===== src/rtl/input_cond_pkg.sv =====
// Shared definitions for the input conditioner slice.
// Holds the debouncer state encoding, the switch count, and the default
// debounce length for a 50 MHz clock.
package input_cond_pkg;

    typedef enum logic {
        ST_STABLE = 1'b0,
        ST_CHECK  = 1'b1
    } db_state_t;

    localparam int unsigned NUM_SW                  = 4;
    localparam int unsigned DEFAULT_DEBOUNCE_CYCLES = 50000;  // 1 ms at 50 MHz

endpackage


===== src/rtl/debounce_ch.sv =====
// One debounced input channel: synchroniser chain, two-state debounce FSM,
// qualification counter and registered output level.
//
// Ports:
//   clk      rising-edge system clock
//   rst_n    asynchronous active-low reset
//   raw      asynchronous input pin
//   db_out   debounced level, resets to RST_VAL
module debounce_ch
    import input_cond_pkg::*;
#(
    parameter int unsigned DEBOUNCE_CYCLES = DEFAULT_DEBOUNCE_CYCLES,
    parameter int unsigned CNT_W           = 16,
    parameter int unsigned SYNC_STAGES     = 2,
    parameter logic        RST_VAL         = 1'b0
) (
    input  logic clk,
    input  logic rst_n,
    input  logic raw,
    output logic db_out
);

    localparam logic [CNT_W-1:0] CNT_LAST = CNT_W'(DEBOUNCE_CYCLES - 1);

    logic [SYNC_STAGES-1:0] sync;
    logic                   sync_in;
    db_state_t              state;
    logic [CNT_W-1:0]       cnt;

    always_ff @(posedge clk or negedge rst_n) begin
        if (!rst_n) begin
            sync <= {SYNC_STAGES{RST_VAL}};
        end else begin
            sync <= {sync[SYNC_STAGES-2:0], raw};
        end
    end

    assign sync_in = sync[SYNC_STAGES-1];

    // The output resets to the same level as the synchroniser so that a
    // released input does not trigger a qualification run after reset.
    always_ff @(posedge clk or negedge rst_n) begin
        if (!rst_n) begin
            state  <= ST_STABLE;
            cnt    <= '0;
            db_out <= RST_VAL;
        end else begin
            unique case (state)
                ST_STABLE: begin
                    if (sync_in != db_out) begin
                        state <= ST_CHECK;
                        cnt   <= '0;
                    end
                end
                ST_CHECK: begin
                    if (sync_in == db_out) begin
                        state <= ST_STABLE;
                    end else if (cnt == CNT_LAST) begin
                        db_out <= sync_in;
                        state  <= ST_STABLE;
                    end else begin
                        cnt <= cnt + 1'b1;
                    end
                end
                default: state <= ST_STABLE;
            endcase
        end
    end

endmodule


===== src/rtl/input_conditioner.sv =====
// Board input front end feeding dmux: synchronises and debounces the push
// button and the switch bank, normalises button polarity to active-high and
// produces one-cycle press / switch-change strobes.
//
// Ports:
//   clk        rising-edge system clock
//   rst_n      asynchronous active-low reset
//   pba_raw    raw push-button pin
//   sw_raw     raw slide-switch pins
//   pba        debounced button level, 1 = pressed
//   pba_press  one-cycle strobe after pba rises
//   sw         debounced switch levels
//   sw_chg     one-cycle strobe after any sw bit commits
module input_conditioner
    import input_cond_pkg::*;
#(
    parameter int unsigned DEBOUNCE_CYCLES = DEFAULT_DEBOUNCE_CYCLES,
    parameter int unsigned CNT_W           = 16,
    parameter int unsigned SYNC_STAGES     = 2,
    parameter bit          BTN_ACTIVE_LOW  = 1'b1
) (
    input  logic              clk,
    input  logic              rst_n,
    input  logic              pba_raw,
    input  logic [NUM_SW-1:0] sw_raw,
    output logic              pba,
    output logic              pba_press,
    output logic [NUM_SW-1:0] sw,
    output logic              sw_chg
);

    localparam logic BTN_REL = BTN_ACTIVE_LOW ? 1'b1 : 1'b0;

    logic              btn_db;
    logic              pba_d;
    logic [NUM_SW-1:0] sw_d;

    // The button channel debounces the pin-level signal and inversion is
    // applied on its output; this is equivalent to inverting before the
    // FSM because the FSM is symmetric and its reset level tracks the
    // released pin level.
    debounce_ch #(
        .DEBOUNCE_CYCLES (DEBOUNCE_CYCLES),
        .CNT_W           (CNT_W),
        .SYNC_STAGES     (SYNC_STAGES),
        .RST_VAL         (BTN_REL)
    ) u_btn (
        .clk    (clk),
        .rst_n  (rst_n),
        .raw    (pba_raw),
        .db_out (btn_db)
    );

    assign pba = BTN_ACTIVE_LOW ? ~btn_db : btn_db;

    for (genvar i = 0; i < NUM_SW; i++) begin : g_sw
        debounce_ch #(
            .DEBOUNCE_CYCLES (DEBOUNCE_CYCLES),
            .CNT_W           (CNT_W),
            .SYNC_STAGES     (SYNC_STAGES),
            .RST_VAL         (1'b0)
        ) u_sw (
            .clk    (clk),
            .rst_n  (rst_n),
            .raw    (sw_raw[i]),
            .db_out (sw[i])
        );
    end

    // Strobes compare against last cycle's levels, so they land one cycle
    // after the commit.
    always_ff @(posedge clk or negedge rst_n) begin
        if (!rst_n) begin
            pba_d     <= 1'b0;
            sw_d      <= '0;
            pba_press <= 1'b0;
            sw_chg    <= 1'b0;
        end else begin
            pba_d     <= pba;
            sw_d      <= sw;
            pba_press <= pba & ~pba_d;
            sw_chg    <= |(sw ^ sw_d);
        end
    end

endmodule


===== config.mk =====
export PLATFORM = sky130hd
export DESIGN_NAME = input_conditioner
export DESIGN_NICKNAME = d
export VERILOG_FILES = /design/src/rtl/input_cond_pkg.sv /design/src/rtl/debounce_ch.sv /design/src/rtl/input_conditioner.sv
export SDC_FILE = /design/constraint.sdc
export NUM_CORES = 1
export LEC_CHECK = 0
export ABC_AREA = 1
export BUFFER_PORTS_ARGS = -buffer_cell sky130_fd_sc_hd__clkbuf_2
export CAP_MARGIN = 40
export CELL_PAD_IN_SITES_DETAIL_PLACEMENT = 1
export CELL_PAD_IN_SITES_GLOBAL_PLACEMENT = 2
export CORE_MARGIN = 2
export CORE_UTILIZATION = 40
export DETAILED_ROUTE_END_ITERATION = 7
export GPL_ROUTABILITY_DRIVEN = 1
export PLACE_DENSITY = 0.93
export RECOVER_POWER = 100
export SLEW_MARGIN = 5
export SYNTH_ARGS = -nofsm -noshare
export SYNTH_HDL_FRONTEND = slang
export SYNTH_HIERARCHICAL = 1
export SYNTH_SLANG_ARGS = --single-unit

===== constraint.sdc =====
create_clock -name clk -period 3.4 [get_ports clk]
set_clock_uncertainty 0.1 [all_clocks]
set_input_delay 0.17 -clock clk [delete_from_list [all_inputs] [get_ports clk]]
set_output_delay 0.17 -clock clk [all_outputs]
set_load 0.05 [all_outputs]

==> results.sh <==
export IMPL_final_hold_viol_count=0
export IMPL_irDropWorstVdd_mv=0.270
export IMPL_switchingPower_w=0.000641
export IMPL_cap_viol_max_count=0
export IMPL_root_buffer="clkbuf_16"
export IMPL_synth_mux_area_share_pct=0
export IMPL_detail_route_antenna_nets=0
export IMPL_vias_per_cell=4.97
export IMPL_synth_xor_area_share_pct=2.72
export IMPL_rsz0062_at_grt="false"
export IMPL_nFillCells=2104
export IMPL_worst_pin_slew_ns=1.28
export IMPL_yosysSeqAreaShare_pct=41.6
export IMPL_clkTransAtPathRegs_ns=0.07
export IMPL_min_from="g_sw[3].u_sw/sync[0]"
export IMPL_nNetsFinal=930
export IMPL_grt_max_degree=61
export IMPL_dr_total_vias=5659
export IMPL_p_clk_share_pct=41.6
export IMPL_worstPathMaxFanout=25
export IMPL_seqCellArea_um2=2680
export IMPL_area_growth_pct=6.33
export IMPL_fin_crit_ns=2.32
export IMPL_dr_first_iter_drc_count=239
export IMPL_hold_buffers=6
export IMPL_ys_top_cells_by_area="dfrtp_1 40%, nand2_1 19%, nand3_1 7.0%, nor2_1 5.4%, inv_1 5.2%"
export IMPL_clock_sinks=107
export IMPL_critical_path_max_stage_delay_ns=0.57
export IMPL_hold_end="g_sw[3].u_sw/sync[1]"
export IMPL_setup_viol=0
export IMPL_hpwl_um=11700
export IMPL_drive_gt1_share_pct=6.50
export IMPL_holdPathStages=0
export IMPL_dr_pass1_iters=4
export IMPL_r2r_slack_ns=1.08
export IMPL_cp_start_kind="register"
export IMPL_setup_tns_ns=0
export IMPL_syn_nets=914
export IMPL_ys_types=21
export IMPL_core_area_um2=15800
export IMPL_tritoncts="done"
export IMPL_hp_class="reg2reg"
export IMPL_drc=0
export IMPL_synth_top_area_share_pct=40.4
export IMPL_grt_pass1_wl_um=27300
export IMPL_path_class="reg2reg"
export IMPL_grt_usage_pct=20.0
export IMPL_synth_simple_area_share_pct=39.7
export IMPL_status="completed"
export IMPL_slew_viol_final=0
export IMPL_synth_top_cell_by_area="dfrtp_1"
export IMPL_fin_ws_ns=1.08
export IMPL_cp_arrival_ns=2.43
export IMPL_r2r_start="g_sw[0].u_sw/cnt[0]"
export IMPL_synth_seq_cells=107
export IMPL_synth_top_family_by_area="simple AND/OR/NAND/NOR gates"
export IMPL_yosys_area_share_adder_pct=0.971
export IMPL_seq_power_share_pct=53.6
export IMPL_totalWireLength_um=15900
export IMPL_wire_per_inst_um=14.0
export IMPL_grt_ovfl_total=0
export IMPL_crit_path_frequent_cell="nand2_1"
export IMPL_fmax_mhz=431
export IMPL_numCtsBuffers=9
export IMPL_row_count=46
export IMPL_post_cts_setup_buffer_count=0
export IMPL_diodes=0
export IMPL_first_global_vias=5697
export IMPL_post_cts_resized=0
export IMPL_h_tree_depth=3
export IMPL_post_place_ws_ns=1.66
export IMPL_initial_core_util_pct=40.7
export IMPL_antenna_found_initial=0
export IMPL_p_int_w=0.00187
export IMPL_synth_compound_area_share_pct=7.48
export IMPL_clockBufferDepth=2
export IMPL_yosysWarnings=6
export IMPL_period_share_pct=68.2
export IMPL_io_buffer_count=13
export IMPL_multi_input_area_um2=3120
export IMPL_cellPowerDensity_nw_per_um2=367
export IMPL_die_h_um=131
export IMPL_syn_cell_area_um2=6440
export IMPL_num_io_pins=14
export IMPL_slew_headroom_pct=14.9
export IMPL_r2r_end="g_sw[0].u_sw/cnt[9]"
export IMPL_switching_share_pct=25.5
export IMPL_path_cells="ha_1 > nand2_1 > nor2_1 > nand3_2 > nand2_1 > o21ai_0"
export IMPL_netlist_instances=902
export IMPL_end_kind="register"
export IMPL_fp_dieArea_um2=17100
export IMPL_p_leak_nw=3.03
export IMPL_insertion_delay_ns=0.36
export IMPL_critPathRequiredTime_ns=3.52
export IMPL_worst_r2r_path_depth=6
export IMPL_gp_congestion=0.851
export IMPL_avgSynthCellArea_um2=7.14
export IMPL_power_frac_comb_pct=4.8
export IMPL_slowest_stage="nand2_1"
export IMPL_die_x_um=131
-- placed cells by master (no fill, tap or decap), drive strengths merged, types with 3 or more instances in the layout --
master       instances
clkbuf              24
dfrtp              104
dfstp                3
dlygate4sd3          6
ha                   5
inv                 97
nand2              338
nand3               95
nand4               30
nor2               113
o21ai               70
o21bai               5
or2                 10
xor2                20
-- worst max path at each step --
| stage | depth (start not counted) | from | slack, ns | end |
|---|---|---|---|---|
| global placement | 6 | u_btn/cnt[0] | 1.70 | u_btn/cnt[5] |
| floorplan | 5 | g_sw[0].u_sw/db_out | 1.79 | g_sw[0].u_sw/cnt[0] |
| detailed placement | 6 | u_btn/cnt[0] | 1.66 | u_btn/cnt[5] |
| global route | 6 | g_sw[0].u_sw/cnt[0] | 0.85 | g_sw[0].u_sw/cnt[12] |
| finish | 6 | g_sw[0].u_sw/cnt[0] | 1.08 | g_sw[0].u_sw/cnt[9] |
| CTS | 7 | g_sw[2].u_sw/cnt[0] | 1.63 | g_sw[2].u_sw/cnt[0] |
-- cells by family (layout without fill, tap and decap cells) --
group                      after synthesis  count (layout)
AOI/OAI and AO/OA                       75              75
buffers and inverters                  109             130
DFF                                    107             107
xor gates and xnor gates                20              20
adders and majority gates                5               5
and+or+nand+nor                        586             586
-- critical path: cells and delay by family (launching register included) --
| kind | cells | cell delay [ns] |
|---|---|---|
| AO/OA/AOI/OAI | 1 | 0.19 |
| flip-flops | 1 | 0.42 |
| AND/OR/NAND/NOR | 4 | 1.23 |
| adder cells (fa/ha/maj) | 1 | 0.21 |
-- per-stage QoR --
| stage | power [W] | utilization, % | cells | area [um2] | hold WS (ns) |
|---|---|---|---|---|---|
| 3_3_place_gp | 0.00150 | 42.1 | 1117 | 6670 | 0.148 |
| 6_report | 0.00251 | 43.3 | 1139 | 6850 | 0.254 |
| 5_1_grt | 0.00263 | 43.3 | 1139 | 6850 | 0.267 |
| 2_1_floorplan | 0.00144 | - | 902 | 6440 | -0.226 |
| 3_5_place_dp | 0.00150 | 42.1 | 1117 | 6670 | 0.151 |
| 4_1_cts | 0.00257 | 44.3 | 1139 | 7020 | 0.259 |
-- final cells by class --
type | instances | area share (%)
multi-input combinational | 686 | 45.6
sequential | 107 | 39.1
inverter | 94 | 5.15
tap | 216 | 3.95
clock buffer | 11 | 3.54
timing repair buffer | 20 | 1.99
clock inverter | 5 | 0.658
-- synthesized netlist by cell type (all sizes together) --
cell type	count
dfrtp	104
buf	10
nand2	338
nor2	113
nand4	30
o21ai	70
o21bai	5
nand3	95
inv	94
xor2	20
clkbuf	5
or2	10
ha	5
dfstp	3
-- flip-flops by register name, summed over array words and instances (netlist names) --
register          cells
g_sw.u_sw/cnt        64
u_btn/cnt            16
g_sw.u_sw/sync        8
g_sw.u_sw/db_out      4
g_sw.u_sw/state       4
sw_d                  4
u_btn/sync            2
pba_d                 1
pba_press             1
sw_chg                1
u_btn/db_out          1
u_btn/state           1
-- metal layers --
layer  global-route usage (%)  wire [um]  vias to the layer above
met5                        0          0                        -
met4                     4.82        195                        0
met3                     3.83        321                       16
met2                     34.9       7790                       30
met1                     25.6       7580                     2717
li1                         -          -                     2896
-- power by group through the flow --
stage	combinational, W	clock, W	sequential (W)
detailed placement	0.000128	0	0.00137
finish	0.000120	0.00105	0.00135
global placement	0.000127	0	0.00137
floorplan	0.0000912	0	0.00135
global route	0.000142	0.00114	0.00135
CTS	0.000135	0.00109	0.00135
No activity file was read; power rests on OpenSTA's default activity.
